--- src/rtl/dram_line_xfer.sv ---
// Bridge from 256-bit cache-line requests to the two-beat 128-bit memory-controller protocol.
// Exactly one transaction is in flight; a read gives up after a bounded wait for its beats.
package dram_line_xfer_pkg;
    typedef struct packed {
        logic clk;
    } iu_clk_type;
endpackage

module dram_line_xfer
    import dram_line_xfer_pkg::*;
#(
    parameter int unsigned TIMEOUT_CYCLES = 4095
) (
    input  iu_clk_type    gclk,
    input  logic          rst,
    input  logic          req_val,
    output logic          req_rdy,
    input  logic          req_rw,
    input  logic [25:0]   req_addr,
    input  logic [255:0]  req_data,
    output logic          resp_val,
    input  logic          resp_rdy,
    output logic [255:0]  resp_data,
    output logic          mem_req_val,
    output logic          mem_req_rw,
    output logic [25:0]   mem_req_addr,
    output logic [127:0]  mem_req_data,
    input  logic          mem_req_rdy,
    input  logic          mem_resp_val,
    input  logic [127:0]  mem_resp_data,
    output logic          busy,
    output logic          timeout_err
);

    typedef enum logic [2:0] {
        IDLE, WR_LO, WR_HI, RD_REQ, RD_B0, RD_B1, RESP
    } state_e;

    localparam logic [11:0] TMO_LIMIT = 12'(TIMEOUT_CYCLES);

    state_e        state_q, state_d;
    logic [25:0]   addr_q, addr_d;
    logic [255:0]  line_q, line_d;
    logic [11:0]   wait_q, wait_d;
    logic          tmo_q, tmo_d;

    // NOTE: sequential state uses non-blocking assignments only, so every register
    // samples the pre-edge values regardless of statement order.
    always_ff @(posedge gclk.clk) begin
        if (rst) begin
            state_q <= IDLE;
            addr_q  <= '0;
            line_q  <= '0;
            wait_q  <= '0;
            tmo_q   <= 1'b0;
        end else begin
            state_q <= state_d;
            addr_q  <= addr_d;
            line_q  <= line_d;
            wait_q  <= wait_d;
            tmo_q   <= tmo_d;
        end
    end

    // NOTE: every signal written below gets a default first, so no path leaves one
    // unassigned and no latch is inferred.
    always_comb begin
        state_d      = state_q;
        addr_d       = addr_q;
        line_d       = line_q;
        wait_d       = wait_q;
        tmo_d        = tmo_q;
        req_rdy      = 1'b0;
        resp_val     = 1'b0;
        resp_data    = '0;
        mem_req_val  = 1'b0;
        mem_req_rw   = 1'b0;
        mem_req_addr = (state_q == IDLE) ? '0 : addr_q;
        mem_req_data = '0;

        unique case (state_q)
            IDLE: begin
                req_rdy = 1'b1;
                if (req_val) begin
                    addr_d  = req_addr;
                    line_d  = req_rw ? req_data : '0;
                    state_d = req_rw ? WR_LO : RD_REQ;
                end
            end
            // Write beats are qualified by rdy (and suppressed in reset) because the
            // controller counts val&rw whether or not it is ready.
            WR_LO: begin
                mem_req_val  = mem_req_rdy & ~rst;
                mem_req_rw   = 1'b1;
                mem_req_data = line_q[127:0];
                if (mem_req_rdy) state_d = WR_HI;
            end
            WR_HI: begin
                mem_req_val  = mem_req_rdy & ~rst;
                mem_req_rw   = 1'b1;
                mem_req_data = line_q[255:128];
                if (mem_req_rdy) state_d = IDLE;
            end
            RD_REQ: begin
                mem_req_val = 1'b1;
                if (mem_req_rdy) begin
                    wait_d  = '0;
                    state_d = RD_B0;
                end
            end
            RD_B0: begin
                if (mem_resp_val) begin
                    line_d[127:0] = mem_resp_data;
                    state_d       = RD_B1;
                end else if (wait_q == TMO_LIMIT) begin
                    tmo_d   = 1'b1;
                    state_d = RESP;
                end else begin
                    wait_d = wait_q + 12'd1;
                end
            end
            RD_B1: begin
                if (mem_resp_val) begin
                    line_d[255:128] = mem_resp_data;
                    state_d         = RESP;
                end else if (wait_q == TMO_LIMIT) begin
                    tmo_d   = 1'b1;
                    state_d = RESP;
                end else begin
                    wait_d = wait_q + 12'd1;
                end
            end
            RESP: begin
                resp_val  = 1'b1;
                resp_data = line_q;
                if (resp_rdy) state_d = IDLE;
            end
            default: state_d = IDLE;
        endcase
    end

    assign busy        = (state_q != IDLE);
    assign timeout_err = tmo_q;

endmodule

--- config.mk ---
export PLATFORM = sky130hd
export DESIGN_NAME = dram_line_xfer
export DESIGN_NICKNAME = d
export VERILOG_FILES = /design/src/rtl/dram_line_xfer.sv
export SDC_FILE = /design/constraint.sdc
export NUM_CORES = 1
export LEC_CHECK = 0
export BUFFER_PORTS_ARGS = -buffer_cell sky130_fd_sc_hd__buf_4
export CORE_AREA = 2 2 326 328
export CTS_CLUSTER_SIZE = 8
export DETAILED_ROUTE_END_ITERATION = 8
export DIE_AREA = 0 0 328 330
export PLACE_DENSITY = 0.4
export SLEW_MARGIN = 40
export SYNTH_ARGS = -nofsm -noshare
export SYNTH_HDL_FRONTEND = slang
export SYNTH_SLANG_ARGS = --single-unit
--- constraint.sdc ---
create_clock -name gclk -period 3 [get_ports gclk]
set_clock_uncertainty 0.15 [all_clocks]
set_input_delay 0.6 -clock gclk [delete_from_list [all_inputs] [get_ports gclk]]
set_output_delay 0.6 -clock gclk [all_outputs]
set_load 0.02 [all_outputs]
==> impl_table.tex, run 1 <==
\begin{tabular}{lr}
\hline
Metric & Value \\
\hline
\multicolumn{2}{l}{\textbf{Hold path}} \\
\quad Type of the most critical hold path & input pin to register \\
\multicolumn{2}{l}{\textbf{Global routing}} \\
\quad Met2 Use GR & 0.310 \\
\quad Largest net degree at the start of global routing & roughly 130 \\
\quad Vias in the first global route & between 15000 and 20000 \\
\quad M1 GR Usage & 0.210 \\
\quad Busiest layer in global routing & met2 \\
\quad Global route total overflow & 0 \\
\quad Number of antenna violations at the first check in global routing & 7 \\
\quad Met3 usage & 0.0384 \\
\quad Global-route wire length before repair & $\sim$140000 um \\
\quad Combined global-route utilization of all metal layers & 0.174 \\
\multicolumn{2}{l}{\textbf{Timing}} \\
\quad Unrepaired setup endpoints after global routing & true \\
\quad Final number of setup-violating endpoints & 0 \\
\quad Max-Slew Margin vs Limit & 0.307 \\
\quad Upper clock frequency limit & approximately 350 MHz \\
\quad Tmin final & about 2.9 ns \\
\quad Setup TNS Final & 0 ns \\
\quad Worst slew pin tran & between 1 and 1.5 ns \\
\quad Max-slew violations & 0 \\
\quad Final setup margin & between 0.1 and 0.15 ns \\
\quad Total count of hold-check failures in the final report & 0 \\
\quad Final cycle utilization of the critical path & 0.960 \\
\multicolumn{2}{l}{\textbf{Finish}} \\
\quad Share of layout cells above drive strength 1 & 0.370 \\
\quad Most frequent cells in the layout & sky130\_fd\_sc\_hd\_\_buf\_4 (892), sky130\_fd\_sc\_hd\_\_nand2\_1 (320), sky130\_fd\_sc\_hd\_\_dfxtp\_1 (295) \\
\quad Number of inserted filler cells in the final layout & 11600 \\
\quad Commonest non-fill, non-tap cell in the layout & sky130\_fd\_sc\_hd\_\_buf\_4 \\
\quad Layout overhead on the synthesized area & 57.0\% \\
\quad Number of standard cells in the final layout excluding fillers & roughly 4300 \\
\quad Post-route cell area & 26400 um2 \\
\quad Net count, final & between 3000 and 4000 \\
\multicolumn{2}{l}{\textbf{Logic synthesis}} \\
\quad Largest area contributor in the netlist & sky130\_fd\_sc\_hd\_\_dfxtp\_1 \\
\quad Synth warnings & 0 \\
\quad Sequential share of the synthesized area & 0.355 \\
\quad Top cells by area, synth & sky130\_fd\_sc\_hd\_\_dfxtp\_1 (35\%), sky130\_fd\_sc\_hd\_\_a311oi\_1 (9.8\%), sky130\_fd\_sc\_hd\_\_and2\_1 (9.5\%) \\
\quad Register bit total from synthesis & approximately 300 \\
\quad Net count after synthesis & $\sim$2600 \\
\quad Number of synthesized flops with an enable pin & 0 \\
\quad Top flip-flop cell by instance count after synthesis & sky130\_fd\_sc\_hd\_\_dfxtp\_1 \\
\quad Total standard cell area after synthesis & $\sim$17000 um2 \\
\quad Synthesized instance count & about 2200 \\
\quad Average cell area after synthesis & slightly below 8 um2 \\
\quad Number of distinct library cells after synthesis & 49 \\
\quad Share of synthesized flip-flops with an asynchronous set or reset & 0 \\
\quad Proportion of netlist area held by the largest area contributor & 0.355 \\
\multicolumn{2}{l}{\textbf{Place}} \\
\quad Number of buffer cells added on primary ports & between 800 and 900 \\
\quad Cell area after placement & $\sim$25000 um2 \\
\quad Placed wire-length estimate after detailed placement & 74300 um \\
\quad Number of cells in the design after placement & roughly 4200 \\
\quad Pre-CTS setup slack & roughly 0.31 ns \\
\quad Routability congestion estimate & approximately 0.84 \\
\multicolumn{2}{l}{\textbf{Clock tree}} \\
\quad TritonCTS Sinks & a little under 300 \\
\quad TritonCTS clock tree & yes \\
\quad TritonCTS Buffers & 44 \\
\quad Root Buffer Master & sky130\_fd\_sc\_hd\_\_clkbuf\_16 \\
\quad Register clock-pin slew on the reported worst setup and hold paths & about 0.050 ns \\
\quad Number of buffers on the longest clock path & 3 \\
\quad Number of levels in the clock H-tree & 2 \\
\quad Latest clock arrival within the worst-skew pair & around 0.58 ns \\
\multicolumn{2}{l}{\textbf{Critical path}} \\
\quad CP Capture Type & primary output \\
\quad Kind of critical path & register to primary output \\
\quad Data arrival time of the worst path & 2.13 ns \\
\quad Startpoint type of the worst setup path & register \\
\quad Maximum fanout count along the critical path & 49 \\
\quad Required time reported for the critical path endpoint & 2.25 ns \\
\multicolumn{2}{l}{\textbf{Floorplan}} \\
\quad Number of placement rows & about 120 \\
\quad Initial Util & 0.161 \\
\quad Die Area & 108000 um2 \\
\quad Number of ports placed on the die boundary & about 830 \\
\quad Core Box Area & about 100000 um2 \\
\quad Die span in y & approximately 330 um \\
\quad Die Wd & around 330 um \\
\multicolumn{2}{l}{\textbf{Drt}} \\
\quad Drt first-iter violations & 1090 \\
\quad Number of routed nets with antenna violations & 0 \\
\quad Vias & 19400 \\
\quad Mean routed wirelength per cell & around 23 um \\
\quad Total wirelength of the detailed-routed design & 101000 um \\
\quad DR pass1 iterations & 5 \\
\quad Number of DRC violations after detailed routing & 0 \\
\quad Per-cell via count in the routed design & around 4.5 \\
\multicolumn{2}{l}{\textbf{Power and ir drop}} \\
\quad Worst ir drop on vdd & 0.363 mV \\
\quad Static Leakage & 10.9 nW \\
\quad Overall power consumption & 18.4 mW \\
\quad PD cells & $\sim$700 nW/um2 \\
\multicolumn{2}{l}{\textbf{Flow run}} \\
\quad Max-cap check violation count & 0 \\
\multicolumn{2}{l}{\textbf{Outcome}} \\
\quad Result of the run & complete, no violations \\
\hline
\end{tabular}
## power by group
group | switching (mW) | internal, mW | total (mW)
sequential | 1.31 | 5.02 | 6.33
clock | 1.96 | 2.71 | 4.67
combinational | 4.25 | 3.13 | 7.38
total | 7.52 | 10.9 | 18.4
## sequential cells by signal, indices dropped and copies added (netlist names)
name and cells:
state_q 3, wait_q 12, timeout_err 1, addr_q 26, line_q 256
## final timing paths
| path | from | endpoint | slack, ns | cells after the start |
|---|---|---|---|---|
| worst max-delay path | state_q[1] | mem_req_data[11] | 0.12 | 5 |
| worst min-delay path | rst | wait_q[2] | 0.11 | 2 |
| worst max register to register | state_q[0] | line_q[2] | 0.52 | 8 |
| worst min register to register | timeout_err | timeout_err | 0.30 | 2 |
## cell families after synthesis
logic type / Yosys count / synth area share
flops: 298 / 0.355
compound gates: 447 / 0.249
buf+inv: 250 / 0.0645
simple gates: 1165 / 0.328
mux: 4 / 0.00253
fa+ha+maj: 1 / 0.000743
## Yosys cell counts, types with 3 or more instances
cell and number:
sky130_fd_sc_hd__a21oi_1 33, sky130_fd_sc_hd__a221o_1 4, sky130_fd_sc_hd__a22o_1 128, sky130_fd_sc_hd__a311oi_1 188, sky130_fd_sc_hd__a311oi_2 68, sky130_fd_sc_hd__and2_1 256
sky130_fd_sc_hd__and3_1 7, sky130_fd_sc_hd__buf_1 9, sky130_fd_sc_hd__buf_2 54, sky130_fd_sc_hd__buf_4 19, sky130_fd_sc_hd__clkbuf_1 163, sky130_fd_sc_hd__dfxtp_1 298
sky130_fd_sc_hd__inv_1 4, sky130_fd_sc_hd__nand2_1 322, sky130_fd_sc_hd__nand3_1 262, sky130_fd_sc_hd__nand4_1 5, sky130_fd_sc_hd__nor2_1 267, sky130_fd_sc_hd__nor2b_1 27
sky130_fd_sc_hd__nor4_1 3, sky130_fd_sc_hd__o21ai_0 6
## routing by layer
| metal | routed length (um) | vias up | part of all wire |
|---|---|---|---|
| met4 | 2240 | 6 | 0.022 |
| met5 | 40 | - | 0.00040 |
| li1 | - | 9212 | - |
| met2 | 50700 | 659 | 0.50 |
| met3 | 6400 | 104 | 0.063 |
| met1 | 41400 | 9378 | 0.41 |
## what timing repair did
action / 4_1_cts / 5_1_grt
pin swaps: 2 / 3
setup buffers: 9 / 1
gates cloned: 4 / 3
hold buffers: 0 / 0
resized for setup: 19 / 10
endpoints found under the hold margin: 0 / 0
endpoints found under the setup margin: 306 / 109
## through the flow
stage           util  hold WS, ns
2_1_floorplan      -        0.282
3_3_place_gp   0.237        0.286
3_5_place_dp   0.237        0.292
4_1_cts        0.251       0.0505
5_1_grt        0.252       0.0751
6_report       0.252        0.113
## cell type report
cell class	count	area, um2	area share
multi-input combinational	1617	9860	0.373
timing repair buffer	937	7630	0.289
sequential	298	5980	0.226
tap	1391	1740	0.0659
clock buffer	48	1130	0.0426
clock inverter	4	62.6	0.00237
inverter	4	18.8	0.000710
antenna	4	10.0	0.000379
## critical path: stages, from the launching register on
cell                      delay [ns]
sky130_fd_sc_hd__dfxtp_4        0.43
sky130_fd_sc_hd__nor3b_4        0.22
sky130_fd_sc_hd__buf_4          0.15
sky130_fd_sc_hd__buf_12         0.22
sky130_fd_sc_hd__a22o_1         0.27
sky130_fd_sc_hd__buf_4          0.17
Note: power is estimated with default switching activity, not from simulation.
==> inputs of run 2 (changes only) <==
- ABC_AREA: unset -> 1
- CORE_AREA: 2 2 326 328 -> 2 2 324 326
- DIE_AREA: 0 0 328 330 -> 0 0 326 328
==> impl_table.tex, run 2 <==
\begin{tabular}{lr}
\hline
Metric & Value \\
\hline
\multicolumn{2}{l}{\textbf{Clock tree}} \\
\quad Latest clock arrival within the worst-skew pair & 0.56 ns (was 0.58 ns) \\
\quad Post-CTS Hold Fix Bufs & 0 (unchanged) \\
\quad TritonCTS clock tree & yes (unchanged) \\
\quad Register clock-pin slew on the reported worst setup and hold paths & 0.05 ns (about the same) \\
\quad TritonCTS Buffers & 44 (unchanged) \\
\quad TritonCTS Sinks & 298 (unchanged) \\
\quad Root Buffer Master & sky130\_fd\_sc\_hd\_\_clkbuf\_16 (unchanged) \\
\quad Post-CTS setup buffer count & 0 (was 9) \\
\quad Number of buffers on the longest clock path & 3 (unchanged) \\
\quad Number of levels in the clock H-tree & 2 (unchanged) \\
\quad Quantity of gates resized following cts & 5 (was 19) \\
\multicolumn{2}{l}{\textbf{Floorplan}} \\
\quad Die span in y & 328 um (was 330 um) \\
\quad Initial Util & 0.162 (was 0.161) \\
\quad Number of placement rows & 118 (was 119) \\
\quad Core Box Area & 103000 um2 (was 105000 um2) \\
\quad Die Wd & 326 um (was 328 um) \\
\quad Number of ports placed on the die boundary & 833 (unchanged) \\
\quad Die Area & 107000 um2 (was 108000 um2) \\
\multicolumn{2}{l}{\textbf{Logic synthesis}} \\
\quad Synth warnings & 0 (unchanged) \\
\quad Total standard cell area after synthesis & 16700 um2 (was 16800 um2) \\
\quad Top cells by area, synth & sky130\_fd\_sc\_hd\_\_dfxtp\_1 (36\%), sky130\_fd\_sc\_hd\_\_o21ai\_0 (14\%), sky130\_fd\_sc\_hd\_\_inv\_1 (9.9\%) (was sky130\_fd\_sc\_hd\_\_dfxtp\_1 (35\%), sky130\_fd\_sc\_hd\_\_a311oi\_1 (9.8\%), sky130\_fd\_sc\_hd\_\_and2\_1 (9.5\%)) \\
\quad Share of synthesized flip-flops with an asynchronous set or reset & 0 (unchanged) \\
\quad Net count after synthesis & 3042 (was 2583) \\
\quad Top flip-flop cell by instance count after synthesis & sky130\_fd\_sc\_hd\_\_dfxtp\_1 (unchanged) \\
\quad Register bit total from synthesis & 298 (unchanged) \\
\quad Number of synthesized flops with an enable pin & 0 (unchanged) \\
\quad Commonest cells in the netlist & sky130\_fd\_sc\_hd\_\_o21ai\_0 (481), sky130\_fd\_sc\_hd\_\_inv\_1 (440), sky130\_fd\_sc\_hd\_\_nor2\_1 (315) (was sky130\_fd\_sc\_hd\_\_nand2\_1 (322), sky130\_fd\_sc\_hd\_\_dfxtp\_1 (298), sky130\_fd\_sc\_hd\_\_nor2\_1 (267)) \\
\quad Largest area contributor in the netlist & sky130\_fd\_sc\_hd\_\_dfxtp\_1 (unchanged) \\
\quad Sequential share of the synthesized area & 0.357 (was 0.355) \\
\quad Most repeated cell in the gate-level netlist after synthesis & sky130\_fd\_sc\_hd\_\_o21ai\_0 (was sky130\_fd\_sc\_hd\_\_nand2\_1) \\
\quad Synthesized instance count & 2624 (was 2165) \\
\quad Proportion of netlist area held by the largest area contributor & 0.357 (was 0.355) \\
\quad Number of distinct library cells after synthesis & 26 (was 49) \\
\quad Average cell area after synthesis & 6.36 um2 (was 7.77 um2) \\
\multicolumn{2}{l}{\textbf{Timing}} \\
\quad Max-slew violations & 0 (unchanged) \\
\quad Total count of hold-check failures in the final report & 0 (unchanged) \\
\quad Max-Slew Margin vs Limit & 0.472 (was 0.307) \\
\quad Tmin final & 2.93 ns (was 2.88 ns) \\
\quad Final number of setup-violating endpoints & 0 (unchanged) \\
\quad Post-route worst hold slack & 0.153 ns (was 0.113 ns) \\
\quad Upper clock frequency limit & 341 MHz (was 347 MHz) \\
\quad Setup TNS Final & 0 ns (unchanged) \\
\quad Worst slew pin tran & 0.783 ns (was 1.04 ns) \\
\quad Final cycle utilization of the critical path & 0.976 (was 0.960) \\
\quad Unrepaired setup endpoints after global routing & false (was true) \\
\multicolumn{2}{l}{\textbf{Drt}} \\
\quad Drt first-iter violations & 1198 (was 1090) \\
\quad Number of DRC violations after detailed routing & 0 (unchanged) \\
\quad DR pass1 iterations & 5 (unchanged) \\
\quad Mean routed wirelength per cell & 19.4 um (was 23.4 um) \\
\quad Number of routed nets with antenna violations & 0 (unchanged) \\
\quad Total wirelength of the detailed-routed design & 92600 um (was 101000 um) \\
\quad Per-cell via count in the routed design & 4.32 (was 4.50) \\
\quad Vias & 20600 (was 19400) \\
\multicolumn{2}{l}{\textbf{Finish}} \\
\quad Largest reg by FF count & line\_q (unchanged) \\
\quad Most frequent cells in the layout & sky130\_fd\_sc\_hd\_\_buf\_4 (920), sky130\_fd\_sc\_hd\_\_o21ai\_0 (481), sky130\_fd\_sc\_hd\_\_inv\_1 (439) (was sky130\_fd\_sc\_hd\_\_buf\_4 (892), sky130\_fd\_sc\_hd\_\_nand2\_1 (320), sky130\_fd\_sc\_hd\_\_dfxtp\_1 (295)) \\
\quad Number of inserted filler cells in the final layout & 11700 (was 11600) \\
\quad Max FFs per register & 256 (unchanged) \\
\quad Net count, final & 3799 (was 3320) \\
\quad Post-route cell area & 26300 um2 (was 26400 um2) \\
\quad Layout overhead on the synthesized area & 57.3\% (was 57.0\%) \\
\quad Commonest non-fill, non-tap cell in the layout & sky130\_fd\_sc\_hd\_\_buf\_4 (unchanged) \\
\quad Largest registers & line\_q: 256 flops, addr\_q: 26 flops, wait\_q: 12 flops (unchanged) \\
\quad Share of layout cells above drive strength 1 & 0.312 (was 0.370) \\
\multicolumn{2}{l}{\textbf{Place}} \\
\quad Number of buffer cells added on primary ports & 832 (unchanged) \\
\quad Cell area after placement & 25000 um2 (was 24800 um2) \\
\quad Routability congestion estimate & 0.859 (was 0.837) \\
\quad Placed wire-length estimate after detailed placement & 71200 um (was 74300 um) \\
\multicolumn{2}{l}{\textbf{Power and ir drop}} \\
\quad PD cells & 770 nW/um2 (was 695 nW/um2) \\
\quad Worst ir drop on vdd & 0.389 mV (was 0.363 mV) \\
\quad Static Leakage & 11.7 nW (was 10.9 nW) \\
\multicolumn{2}{l}{\textbf{Global routing}} \\
\quad M1 GR Usage & 0.202 (was 0.210) \\
\quad Combined global-route utilization of all metal layers & 0.162 (was 0.174) \\
\quad Global route total overflow & 0 (unchanged) \\
\quad Global-route wire length before repair & 132000 um (was 140000 um) \\
\quad Number of antenna violations at the first check in global routing & 6 (was 7) \\
\quad Vias in the first global route & 19800 (was 19100) \\
\quad Met3 usage & 0.0366 (was 0.0384) \\
\quad Met2 Use GR & 0.277 (was 0.310) \\
\quad Largest net degree at the start of global routing & 90 (was 134) \\
\quad Busiest layer in global routing & met2 (unchanged) \\
\multicolumn{2}{l}{\textbf{Critical path}} \\
\quad Startpoint type of the worst setup path & register (unchanged) \\
\quad Logic depth of the worst register-to-register path & 7 (was 8) \\
\quad Required time reported for the critical path endpoint & 2.25 ns (about the same) \\
\quad Register-to-register path setup slack & 0.63 ns (was 0.52 ns) \\
\quad CP Capture Type & primary output (unchanged) \\
\quad Source of the worst register-to-register timing path & state\_q[2] (was state\_q[0]) \\
\quad Data arrival time of the worst path & 2.18 ns (was 2.13 ns) \\
\quad Reg2reg end & line\_q[142] (was line\_q[2]) \\
\quad Kind of critical path & register to primary output (unchanged) \\
\quad Maximum fanout count along the critical path & 26 (was 49) \\
\multicolumn{2}{l}{\textbf{Outcome}} \\
\quad Result of the run & complete, no violations (unchanged) \\
\multicolumn{2}{l}{\textbf{Hold path}} \\
\quad Worst Hold Path EP & state\_q[2] (was wait\_q[2]) \\
\quad Min-Delay Startpoint & rst (unchanged) \\
\quad Min-Delay Path Depth & 2 (unchanged) \\
\quad Type of the most critical hold path & input pin to register (unchanged) \\
\multicolumn{2}{l}{\textbf{Flow run}} \\
\quad Max-cap check violation count & 0 (unchanged) \\
\hline
\end{tabular}
-- run 2: changes by cell type in the layout (fill, tap and decap cells not counted), moves of 59 or more --
cell                       change
sky130_fd_sc_hd__a22o_1      -127
sky130_fd_sc_hd__nand2_1     -252
sky130_fd_sc_hd__o21ai_1      +59
sky130_fd_sc_hd__and2_1      -256
sky130_fd_sc_hd__o21ai_0     +475
sky130_fd_sc_hd__a21oi_1     +218
sky130_fd_sc_hd__a311oi_1    -188
sky130_fd_sc_hd__o22ai_1     +125
sky130_fd_sc_hd__inv_1       +436
sky130_fd_sc_hd__a311oi_2     -68
-- run 2: stage by stage --
stage / util / setup slack [ns] / total power [mW] / instances
3_3_place_gp: 0.242 / 0.437 / 15.6 / 4715
3_5_place_dp: 0.242 / 0.439 / 15.6 / 4715
5_1_grt: 0.255 / 0.0103 / 21.6 / 4775
4_1_cts: 0.254 / 0.0484 / 20.5 / 4772
6_report: 0.255 / 0.0707 / 20.2 / 4776
2_1_floorplan: - / 0.762 / 11.2 / 2624
-- run 2: cell type report --
type,instances,area (um2),area share
inverters,445,1690,0.0643
diodes,4,10.0,0.000381
well taps,1380,1730,0.0657
clock buffers,55,1190,0.0455
multi-input cells,1642,8150,0.310
clock inverters,2,46.3,0.00176
flip-flops and latches,298,5970,0.227
repair buffers,950,7480,0.285
-- run 2: critical path: stages, from the launching register on --
cell,delay [ns]
sky130_fd_sc_hd__dfxtp_2,0.37
sky130_fd_sc_hd__inv_2,0.17
sky130_fd_sc_hd__nand3_4,0.12
sky130_fd_sc_hd__buf_12,0.20
sky130_fd_sc_hd__buf_12,0.18
sky130_fd_sc_hd__o22ai_1,0.30
sky130_fd_sc_hd__buf_4,0.21
-- run 2: worst max path at each step --
stage	startpoint	to	slack [ns]	cells past startpoint
6_report	state_q[2]	mem_req_data[90]	0.07	6
3_3_place_gp	state_q[1]	mem_req_data[99]	0.44	5
3_5_place_dp	state_q[1]	mem_req_data[99]	0.44	5
2_1_floorplan	rst	mem_req_val	0.76	5
5_1_grt	state_q[2]	mem_req_data[90]	0.01	6
4_1_cts	state_q[0]	resp_data[117]	0.05	6
-- run 2: kinds of logic (layout without fill, tap and decap cells) --
logic type               after synthesis  count (layout)  synth area share
AO/OA/AOI/OAI                        960             960             0.306
flip-flops                           298             298             0.357
buffers and inverters                684            1452             0.159
other                                  0               4                 0
AND/OR/NAND/NOR                      681             681             0.177
adder cells (fa/ha/maj)                1               1          0.000749
-- run 2: power by group --
part           internal (mW)  switching (mW)
combinational           3.30            6.54
clock                   2.83            1.94
sequential              5.28           0.330
total                   11.4            8.81
-- run 2: per-layer routing --
| metal | vias to the layer above | part of all wire |
|---|---|---|
| li1 | 10200 | - |
| met1 | 9589 | 0.42 |
| met2 | 745 | 0.48 |
| met3 | 127 | 0.066 |
| met4 | 2 | 0.030 |
| met5 | - | 0.000097 |
